### src/rtl/rv32i_lsu.sv
// RV32I load/store unit: one access at a time over a word-addressed data bus with
// byte enables, returning sign/zero-extended load data to register writeback.

package rv32i;

  typedef enum logic {
    MEM_LOAD  = 1'b0,
    MEM_STORE = 1'b1
  } mem_op_e;

  typedef enum logic [1:0] {
    RAM_B = 2'd0,
    RAM_H = 2'd1,
    RAM_W = 2'd2
  } ram_mask_e;

  typedef enum logic [2:0] {
    REG_B  = 3'd0,
    REG_H  = 3'd1,
    REG_W  = 3'd2,
    REG_BX = 3'd3,
    REG_HX = 3'd4
  } reg_mask_e;

endpackage

module rv32i_lsu
  import rv32i::*;
#(
  parameter int ADDR_W = 32
) (
  input  logic              clk,
  input  logic              reset_n,

  input  logic              in_valid,
  output logic              in_ready,
  input  mem_op_e           in_mem_op,
  input  ram_mask_e         in_ram_mask,
  input  reg_mask_e         in_reg_mask,
  input  logic [ADDR_W-1:0] in_addr,
  input  logic [31:0]       in_wdata,
  input  logic [4:0]        in_rd,

  output logic              mem_req,
  output logic              mem_we,
  output logic [ADDR_W-1:0] mem_addr,
  output logic [3:0]        mem_be,
  output logic [31:0]       mem_wdata,
  input  logic              mem_gnt,
  input  logic              mem_rvalid,
  input  logic [31:0]       mem_rdata,

  output logic              done_valid,
  output logic              done_err,
  output logic              done_we,
  output logic [4:0]        done_rd,
  output logic [31:0]       done_data
);

  typedef enum logic [1:0] {
    S_IDLE,
    S_REQ,
    S_WAIT,
    S_RESP
  } state_e;

  typedef enum logic [1:0] {
    W_BYTE,
    W_HALF,
    W_WORD,
    W_BAD
  } width_e;

  state_e            state_q;
  state_e            state_d;

  logic              is_store_q;
  reg_mask_e         reg_mask_q;
  logic [1:0]        off_q;
  logic [ADDR_W-1:2] addr_q;
  logic [3:0]        be_q;
  logic [31:0]       wdata_q;
  logic [31:0]       data_q;
  logic [4:0]        rd_q;
  logic              err_q;

  width_e            acc_width;
  logic              acc_misaligned;
  logic              acc_ok;
  logic [3:0]        acc_be;
  logic [31:0]       acc_wdata;
  logic              accept;

  assign accept = in_valid && (state_q == S_IDLE);

  // Loads take their width from reg_mask, stores from ram_mask; unused encodings are illegal.
  always_comb begin
    acc_width = W_BAD;
    if (in_mem_op == MEM_STORE) begin
      case (in_ram_mask)
        RAM_B:   acc_width = W_BYTE;
        RAM_H:   acc_width = W_HALF;
        RAM_W:   acc_width = W_WORD;
        default: acc_width = W_BAD;
      endcase
    end else begin
      case (in_reg_mask)
        REG_B, REG_BX: acc_width = W_BYTE;
        REG_H, REG_HX: acc_width = W_HALF;
        REG_W:         acc_width = W_WORD;
        default:       acc_width = W_BAD;
      endcase
    end
  end

  always_comb begin
    acc_misaligned = 1'b0;
    acc_be         = 4'b0000;
    acc_wdata      = in_wdata;
    case (acc_width)
      W_BYTE: begin
        acc_be    = 4'b0001 << in_addr[1:0];
        acc_wdata = {4{in_wdata[7:0]}};
      end
      W_HALF: begin
        acc_misaligned = in_addr[0];
        acc_be         = 4'b0011 << {in_addr[1], 1'b0};
        acc_wdata      = {2{in_wdata[15:0]}};
      end
      W_WORD: begin
        acc_misaligned = |in_addr[1:0];
        acc_be         = 4'b1111;
      end
      default: ;
    endcase
    acc_ok = (acc_width != W_BAD) && !acc_misaligned;
  end

  function automatic logic [31:0] extract_load(input logic [31:0] word,
                                               input reg_mask_e   mask,
                                               input logic [1:0]  off);
    logic [31:0] lane;
    lane = word >> {off, 3'b000};
    case (mask)
      REG_B:   extract_load = {{24{lane[7]}}, lane[7:0]};
      REG_H:   extract_load = {{16{lane[15]}}, lane[15:0]};
      REG_BX:  extract_load = {24'h000000, lane[7:0]};
      REG_HX:  extract_load = {16'h0000, lane[15:0]};
      default: extract_load = word;
    endcase
  endfunction

  always_ff @(posedge clk or negedge reset_n) begin
    if (!reset_n) begin
      state_q <= S_IDLE;
    end else begin
      state_q <= state_d;
    end
  end

  // Illegal or misaligned ops skip the bus entirely and report straight from RESP.
  always_comb begin
    state_d = state_q;
    case (state_q)
      S_IDLE: begin
        if (accept) begin
          state_d = acc_ok ? S_REQ : S_RESP;
        end
      end
      S_REQ: begin
        if (mem_gnt) begin
          state_d = is_store_q ? S_RESP : S_WAIT;
        end
      end
      S_WAIT: begin
        if (mem_rvalid) begin
          state_d = S_RESP;
        end
      end
      S_RESP:  state_d = S_IDLE;
      default: state_d = S_IDLE;
    endcase
  end

  always_comb begin
    in_ready   = 1'b0;
    mem_req    = 1'b0;
    mem_we     = 1'b0;
    mem_addr   = '0;
    mem_be     = 4'b0000;
    mem_wdata  = 32'h0;
    done_valid = 1'b0;
    done_err   = 1'b0;
    done_we    = 1'b0;
    done_rd    = 5'd0;
    done_data  = 32'h0;
    case (state_q)
      S_IDLE: in_ready = 1'b1;
      S_REQ: begin
        mem_req   = 1'b1;
        mem_we    = is_store_q;
        mem_addr  = {addr_q, 2'b00};
        mem_be    = be_q;
        mem_wdata = wdata_q;
      end
      S_RESP: begin
        done_valid = 1'b1;
        done_err   = err_q;
        done_we    = !err_q && !is_store_q && (rd_q != 5'd0);
        done_rd    = rd_q;
        done_data  = (err_q || is_store_q) ? 32'h0 : data_q;
      end
      default: ;
    endcase
  end

  // Request fields are frozen at accept so the bus sees them bit-stable through any grant stall.
  always_ff @(posedge clk or negedge reset_n) begin
    if (!reset_n) begin
      is_store_q <= 1'b0;
      reg_mask_q <= REG_B;
      off_q      <= 2'b00;
      addr_q     <= '0;
      be_q       <= 4'b0000;
      wdata_q    <= 32'h0;
      data_q     <= 32'h0;
      rd_q       <= 5'd0;
      err_q      <= 1'b0;
    end else if (accept) begin
      is_store_q <= (in_mem_op == MEM_STORE);
      reg_mask_q <= in_reg_mask;
      off_q      <= in_addr[1:0];
      addr_q     <= in_addr[ADDR_W-1:2];
      be_q       <= acc_be;
      wdata_q    <= acc_wdata;
      data_q     <= 32'h0;
      rd_q       <= in_rd;
      err_q      <= !acc_ok;
    end else if (state_q == S_WAIT && mem_rvalid) begin
      data_q <= extract_load(mem_rdata, reg_mask_q, off_q);
    end
  end

endmodule

### config.mk
export PLATFORM = sky130hd
export DESIGN_NAME = rv32i_lsu
export DESIGN_NICKNAME = d
export VERILOG_FILES = /design/src/rtl/rv32i_lsu.sv
export SDC_FILE = /design/constraint.sdc
export NUM_CORES = 1
export LEC_CHECK = 0
export BUFFER_PORTS_ARGS = -buffer_cell sky130_fd_sc_hd__buf_2
export CAP_MARGIN = 20
export CORE_UTILIZATION = 42
export DETAILED_ROUTE_END_ITERATION = 12
export GPL_TIMING_DRIVEN = 0
export MAX_ROUTING_LAYER = met4
export PLACE_DENSITY_LB_ADDON = 0.08
export SYNTH_ARGS = -nofsm -noshare
export SYNTH_HDL_FRONTEND = slang
export SYNTH_SLANG_ARGS = --single-unit
### constraint.sdc
create_clock -name clk -period 2.95 [get_ports clk]
set_clock_uncertainty 0.15 [all_clocks]
set_input_delay 0.59 -clock clk [delete_from_list [all_inputs] [get_ports clk]]
set_output_delay 0.59 -clock clk [all_outputs]
set_load 0.1 [all_outputs]
=== Word level (Yosys, flattened, before mapping) ===
Cells that the tools add are included.

* Reduce and logical (&&, ||, !) cells: 21
* Multiplexer cells: 27
* Equal/unequal tests: 18
* Shift-type cells: 3

{| class="wikitable"
|+ Operators with widths
! operator !! count
|-
| 32-bit two-way mux || 6
|-
| 32-bit one-hot mux with 4 select lines || 1
|-
| 32-bit one-hot mux with 2 select lines || 1
|-
| 32-bit by 5-bit right shift with 16-bit output || 1
|-
| 2-bit one-hot mux with 3 select lines || 2
|-
| 4-bit one-hot mux with 3 select lines || 1
|-
| 2-bit two-way mux || 5
|-
| 3-bit by 2-bit equality test with 1-bit output (second input constant) || 3
|-
| 2-bit equality test (second input constant) || 4
|-
| 2-bit != test (second input constant) || 4
|-
| 2-bit one-hot mux with 4 select lines || 1
|-
| 1-bit two-way mux || 7
|-
| 2-bit by 1-bit equality test with 1-bit output (second input constant) || 3
|-
| 3-bit by 1-bit equality test with 1-bit output (second input constant) || 2
|-
| 3-bit equality test (second input constant) || 2
|-
| 2-bit logical NOT || 3
|-
| 3-bit logical NOT || 2
|-
| 2-bit OR reduction || 3
|-
| 1-bit logical AND || 5
|-
| 5-bit two-way mux || 1
|-
| 5-bit nonzero test || 1
|-
| 1-bit logical NOT || 4
|-
| 4-bit two-way mux || 1
|-
| 1-bit by 2-bit << shifter with 4-bit output (first input constant) || 1
|-
| 5 further kinds || 5
|}

* Word-level logic and storage cells: 79
* Output and inout bits: 111
* Bits in registers: 112
* Bits of input ports: 112

=== Depth between registers and ports, before layout ===
Gate-level depths: netlist of run 1.

* Depth in word-level cells: 11
* Mapped depth: 10
* Mapped depth without buffers: 9

=== Worst setup path before layout of run 1 ===
No wires, ideal clock.

* Kind: reg-to-output
* Start point: reg state_q[0]
* End point: out done_data[22]
* Arrival time: 2728 ps
* Setup slack: -518 ps
* Cell stages (with the launch flop): 5
* Data required time: 2210 ps
* Cell sequence: dfrtp_1 -> ha_1 -> nor3b_1 -> clkbuf_1 -> and2_1

* Longest elaborated chain between the ends: 2

{| class="wikitable"
|+ Ends and longest elaborated chain
! what !! line !! source
|-
| from (decl) || 74 || <nowiki>state_e state_q;</nowiki>
|-
| from (signal assigned) || 157 || <nowiki>state_q <= state_d;</nowiki>
|-
| 2-bit equality test || 197 || <nowiki>case (state_q)</nowiki>
|-
| 32-bit two-way mux || 197 ||
|-
| to (decl) || 57 || <nowiki>output logic [31:0] done_data</nowiki>
|}

No other way between the ends.

=== Worst setup path after layout of run 1 ===
* Start point: reg state_q[1]
* End point: out mem_wdata[4]

* Longest elaborated chain between the ends: 2

{| class="wikitable"
|+ Ends and longest elaborated chain
! what !! line !! source
|-
| 2-bit by 1-bit equality test with 1-bit output || 197 ||
|-
| 32-bit two-way mux || 197 ||
|-
| to (decl) || 48 || <nowiki>output logic [31:0] mem_wdata,</nowiki>
|}

No other way between the ends.

==> results of run 1 <==
through the flow:
step	setup slack (ns)	cell area, um2
finish	0.0772	8070
global route	-0.00275	8070
CTS	-0.0414	7950
detailed placement	-0.333	7460
global placement	-0.279	7430
floorplan	0.0103	6100
repair_timing:
action | CTS | global route
hold buffers | 1 | 0
buffers inserted | 0 | 0
endpoints found under the hold margin | 28 | 0
setup endpoints to repair | 78 | 82
resized for setup | 77 | 46
layout make-up:
class                           instances  share of cell area (%)
Antenna cell                            1                  0.0310
Buffer                                 45                    2.64
Clock buffer                           14                    3.27
Clock inverter                          2                   0.171
Inverter                               16                   0.745
Multi-Input combinational cell        455                    37.9
Sequential cell                       112                    34.8
Tap cell                              180                    2.79
Timing Repair Buffer                  222                    17.7
how the worst max path moves through the flow:
stage / from / endpoint / slack, ns / cells after the start
after floorplan: state_q[0] / done_data[0] / 0.01 / 3
after global placement: reset_n / wdata_q[16] / -0.28 / 1
after detailed placement: in_reg_mask[0] / wdata_q[22] / -0.33 / 10
after CTS: state_q[1] / mem_wdata[26] / -0.04 / 6
after global routing: state_q[1] / mem_wdata[4] / -0.003 / 5
final: state_q[1] / mem_wdata[4] / 0.08 / 5
critical path, stage by stage (launching register included):
cell and delay (ns):
dfrtp_1 0.44, inv_1 0.11, ha_2 0.24, clkbuf_1 0.37, and2_1 0.21, buf_2 0.43
power groups by stage:
stage	clock network, mW	registers [mW]	logic (mW)
after floorplan	0	2.57	5.03
after global placement	0	2.65	6.01
after detailed placement	0	2.71	6.11
after CTS	1.21	2.68	6.28
after global routing	1.26	2.78	6.66
final	1.17	2.69	6.30
cells in the mapped netlist (7+ instances only):
cell type / number
a21oi_1: 15
a22o_1: 10
a22oi_1: 9
and2_1: 106
clkbuf_1: 34
dfrtp_1: 112
ha_1: 9
inv_1: 16
mux2_2: 45
mux2i_1: 14
nand2_1: 71
nand3_1: 7
nor2_1: 21
o21ai_0: 81
o21ai_2: 10
metal layers:
layer  GRT usage, %  vias up  part of all wire, %
li1               -     2603                    -
met1           30.9     2611                   42
met2           41.5      188                   50
met3           3.60       23                  5.1
met4           9.88        0                  2.3
met5              -        -                    0
flip-flops by register name, indices dropped and copies added, names as in the netlist:
register	flops
state_q	2
err_q	1
rd_q	5
be_q	4
wdata_q	32
is_store_q	1
off_q	2
reg_mask_q	3
data_q	32
addr_q	30
cells by family after synthesis:
logic type / Yosys count
other cells: 1
compound gates: 156
flops: 112
fa+ha+maj: 9
buf+inv: 61
xor+xnor: 1
simple gates: 227
mux: 60
==> results.py, run 1 <==
metrics = {
    "run_status": {
        "status": "complete, no violations",
    },
    "setup_path": {
        "crit_path_end_kind": "output pin",
        "rr_worst_depth": 8,
        "crit_arrival_ns": 2.13,
        "rrSetupSlack_ns": 0.42,
        "timing.rr.start": "state_q[0]",
        "crit_fanout": 10,
        "start_kind": "register",
        "r2r_end": "data_q[4]",
        "required_ns": 2.21,
        "crit_type": "register to output pin",
    },
    "placement": {
        "dp_cells": 1029,
        "gp_congestion": 0.887,
        "port_buffers": 220,
        "dpl.hpwl_um": 13400,
    },
    "final_layout": {
        "fillCellCount": 1285,
        "fin_cells": 1047,
        "final_common_cell": "buf_2",
        "area_delta_synth_final_pct": 34.2,
        "drive_gt1_share_pct": 44.2,
        "regArea_um2": 2800,
        "layout_common_cells": "buf_2 (146), dfrtp_1 (112), o21ai_0 (79), nand2_1 (71), and2_2 (69)",
        "fin_util_pct": 57.9,
        "final_nets": 982,
        "multiInputGateArea_um2": 3060,
    },
    "logic_synthesis": {
        "synth-seq-cells": 112,
        "synth-async-reset-ratio_pct": 100,
        "synth-simple-area-share_pct": 19.8,
        "synth_area_leaders": "dfrtp_1 (47%), and2_1 (11%), mux2_2 (8.4%)",
        "synth_top_family_by_area": "simple AND/OR/NAND/NOR gates",
        "synthAdderAreaFrac_pct": 1.87,
        "synth_area_per_cell_um2": 9.58,
        "ys_warn_count": 0,
        "synth-compound-area-share_pct": 16.1,
        "synth_xor_area_share_pct": 0.146,
        "synth_largest_area_cell": "dfrtp_1",
        "yosysUniqueCellTypes": 46,
        "yosysTopAreaCellShare_pct": 46.6,
        "syn-cell-area_um2": 6010,
        "synthCells": 627,
        "ys.flop_type": "dfrtp_1",
        "synth_mux_area_share_pct": 11.1,
        "yosysSeqAreaShare_pct": 46.6,
        "synth_edf_count": 0,
    },
    "worst_hold_path": {
        "hold_path_depth": 2,
        "hp-class": "input pin to register",
        "hp-start": "in_rd[4]",
        "worstHoldEndpoint": "rd_q[4]",
    },
    "power_and_ir_drop": {
        "power.total_mw": 10.2,
        "p_sw_mw": 5.56,
        "combPwrFrac_pct": 62.0,
        "p_seq_share_pct": 26.5,
        "p_per_area_nw_per_um2": 1260,
        "p_int_mw": 4.59,
        "ir_drop_v": 0.000833,
        "p_sw_share_pct": 54.8,
        "p_leak_nw": 4.03,
        "pwr-share-clk_pct": 11.5,
    },
    "detailed_routing": {
        "viasPerCell": 5.18,
        "dr_total_vias": 5425,
        "drc": 0,
        "wl_um": 17600,
        "antenna_left": 0,
        "first_pass_iters": 5,
        "wl_per_cell_um": 16.8,
        "initialDrtViolationCount": 275,
    },
    "sta": {
        "finalHoldViolations": 0,
        "holdWs_ns": 0.316,
        "slew_headroom_pct": 56.5,
        "finalSetupTns_ns": 0,
        "fin_crit_ns": 2.87,
        "drv_slew": 0,
        "tightest_slew_ns": 0.649,
        "fmax_mhz": 348,
        "min_period_over_period_pct": 97.4,
        "setup_viol": 0,
    },
    "die": {
        "core_region_area_um2": 13900,
        "die-area_um2": 14800,
        "rows": 43,
        "die_w_um": 122,
        "die_h_um": 122,
        "initial_core_util_pct": 43.1,
        "io_pins": 223,
    },
    "global_routing": {
        "grt_util_all_layers_pct": 25.1,
        "antenna_found_initial": 1,
        "grt_max_degree": 85,
        "grt_pass1_wl_um": 27400,
        "grt_remaining_overflow": 0,
        "grt_pass1_vias": 5431,
    },
    "clock_tree": {
        "cts_tree": "done",
        "cts_sinks": 112,
        "clkTransAtPathRegs_ns": 0.07,
        "clockBufferDepth": 2,
        "clkLatencyLatePin_ns": 0.35,
        "cts_htree_levels": 3,
        "root_buffer": "clkbuf_16",
        "numCtsBuffers": 9,
    },
    "run": {
        "cap_violations": 0,
    },
}
Power figures use the tool's default switching activity.
==> inputs of run 2 (changes only) <==
CORE_UTILIZATION = 54   (was 42)
==> results.py, run 2 (same netlist as run 1, synthesis figures left out) <==
metrics = {
    "die": {
        "die_h_um": 107,
        "core_region_area_um2": 10800,
        "die-area_um2": 11600,
        "initial_core_util_pct": 55.4,
        "die_w_um": 107,
        "rows": 38,
        "io_pins": 223,
    },
    "sta": {
        "setup_viol": 0,
        "fin_crit_ns": 2.84,
        "min_period_over_period_pct": 96.4,
        "fmax_mhz": 352,
        "finalSetupTns_ns": 0,
        "layout_setup_ws_ns": 0.106,
        "tightest_slew_ns": 0.770,
        "finalHoldViolations": 0,
        "rsz0062_at_grt": "true",
        "slew_headroom_pct": 48.7,
        "drv_slew": 0,
    },
    "setup_path": {
        "required_ns": 3.05,
        "r2r_end": "data_q[5]",
        "rrSetupSlack_ns": 0.48,
        "crit_fanout": 10,
        "crit_chain": "buf_2 > inv_1 > a21oi_1 > o21ai_0 > inv_1 > ha_1 > clkbuf_1 > nor2_2 > buf_2 > mux2i_1 > o21ai_0",
        "start_kind": "input pin",
        "crit_buf_inv": 5,
        "crit_arrival_ns": 2.94,
        "timing.rr.start": "state_q[1]",
        "crit_path_end_kind": "register",
        "rr_worst_depth": 8,
        "crit_type": "input pin to register",
        "critical-path-slowest-cell": "nor2_2",
        "critical-path-top-delay-family": "buffers and inverters",
        "cpPeakStageDelay_ns": 0.51,
    },
    "power_and_ir_drop": {
        "pwr-share-clk_pct": 9.8,
        "p_per_area_nw_per_um2": 1250,
        "p_seq_share_pct": 26.8,
        "p_sw_mw": 5.53,
        "power.total_mw": 9.99,
        "ir_drop_v": 0.000961,
        "combPwrFrac_pct": 63.4,
        "p_sw_share_pct": 55.4,
        "p_int_mw": 4.45,
        "p_leak_nw": 4.00,
    },
    "detailed_routing": {
        "antenna_left": 0,
        "first_pass_iters": 5,
        "wl_um": 16900,
        "drc": 0,
        "dr_total_vias": 5498,
        "initialDrtViolationCount": 345,
        "wl_per_cell_um": 16.8,
        "viasPerCell": 5.47,
    },
    "global_routing": {
        "grt_remaining_overflow": 0,
        "grt_util_all_layers_pct": 30.5,
        "grt_pass1_vias": 5334,
        "antenna_found_initial": 0,
        "grt_pass1_wl_um": 26400,
        "grt_max_degree": 58,
    },
    "final_layout": {
        "num_antenna_cells": 0,
        "final_nets": 982,
        "final_common_cell": "buf_2",
        "fillCellCount": 842,
        "multiInputGateArea_um2": 3060,
        "drive_gt1_share_pct": 44.7,
        "regArea_um2": 2800,
        "layout_common_cells": "buf_2 (136), dfrtp_1 (111), o21ai_0 (81), nand2_1 (71), and2_2 (69)",
        "area_delta_synth_final_pct": 32.8,
        "largestRegisters": "data_q x32, wdata_q x32, addr_q x30",
    },
    "clock_tree": {
        "cts_tree": "done",
        "cts_htree_levels": 3,
        "cts_sinks": 112,
        "clkLatencyLatePin_ns": 0.38,
        "root_buffer": "clkbuf_8",
        "clkTransAtPathRegs_ns": 0.11,
        "numCtsBuffers": 9,
        "clockBufferDepth": 2,
    },
    "placement": {
        "dpl.hpwl_um": 12700,
        "port_buffers": 220,
        "gp_congestion": 0.932,
        "preCtsSetupSlack_ns": -0.261,
    },
    "run_status": {
        "status": "complete, no violations",
    },
    "worst_hold_path": {
        "hp-class": "input pin to asynchronous set/reset pin",
    },
    "run": {
        "cap_violations": 0,
    },
}
run 2: changes by cell type in the layout (fill, tap and decap cells not counted), moves of 3 or more:
cell       previous run  this run
buf_4                51        48
clkbuf_4             12        22
clkbuf_8              2        11
buf_6                24        29
buf_2               146       136
clkbuf_16             9         0
run 2: how the worst max path moves through the flow:
stage	startpoint	to	slack (ns)	cells past startpoint
floorplan	state_q[0]	done_data[0]	0.01	3
global placement	state_q[0]	done_data[24]	-0.24	5
detailed placement	in_reg_mask[0]	wdata_q[22]	-0.26	10
CTS	state_q[0]	done_data[24]	0.008	6
global route	state_q[1]	done_data[20]	-0.03	6
finish	in_reg_mask[1]	wdata_q[22]	0.11	11
run 2: repair_timing:
| action | CTS | global route |
|---|---|---|
| setup endpoints to repair | 73 | 70 |
| gates resized for setup | 79 | 54 |
| pin swaps | 0 | 0 |
| hold buffers | 0 | 0 |
| setup buffers | 2 | 0 |
run 2: power by group through the flow:
stage | Clock (mW) | Sequential, mW | Combinational, mW
6_report | 0.974 | 2.68 | 6.34
5_1_grt | 1.04 | 2.77 | 6.70
4_1_cts | 0.990 | 2.67 | 6.25
3_5_place_dp | 0 | 2.70 | 6.07
3_3_place_gp | 0 | 2.64 | 5.97
2_1_floorplan | 0 | 2.57 | 5.03
run 2: worst register-to-register path: stages (launching register included):
cell and delay (ns):
dfrtp_1 0.43, inv_1 0.08, ha_1 0.26, nand2_1 0.14
buf_2 0.25, and3_1 0.33, clkbuf_1 0.37, o21ai_0 0.16
o21ai_0 0.22
run 2: cell type report:
| cell class | instances | area share, % |
|---|---|---|
| clock buffers | 12 | 1.94 |
| well taps | 140 | 2.19 |
| flip-flops and latches | 112 | 35.1 |
| repair buffers | 223 | 18.5 |
| plain buffers | 44 | 2.54 |
| inverters | 16 | 0.752 |
| multi-input cells | 455 | 38.3 |
| clock inverters | 4 | 0.643 |
run 2: through the flow:
stage	instances	hold slack [ns]	utilization [%]	cell area [um2]
floorplan	628	0.144	-	6100
global placement	988	0.305	68.1	7380
detailed placement	989	0.307	68.4	7410
CTS	1006	0.153	72.2	7820
global route	1006	0.176	73.6	7980
finish	1006	0.122	73.6	7980
run 2: metal layers:
metal	vias up	global-route usage, %	share of wire (%)
li1	2589	-	-
met1	2647	38.3	41
met2	229	51.0	51
met3	33	3.27	5.8
met4	0	11.6	2.5
met5	-	-	0
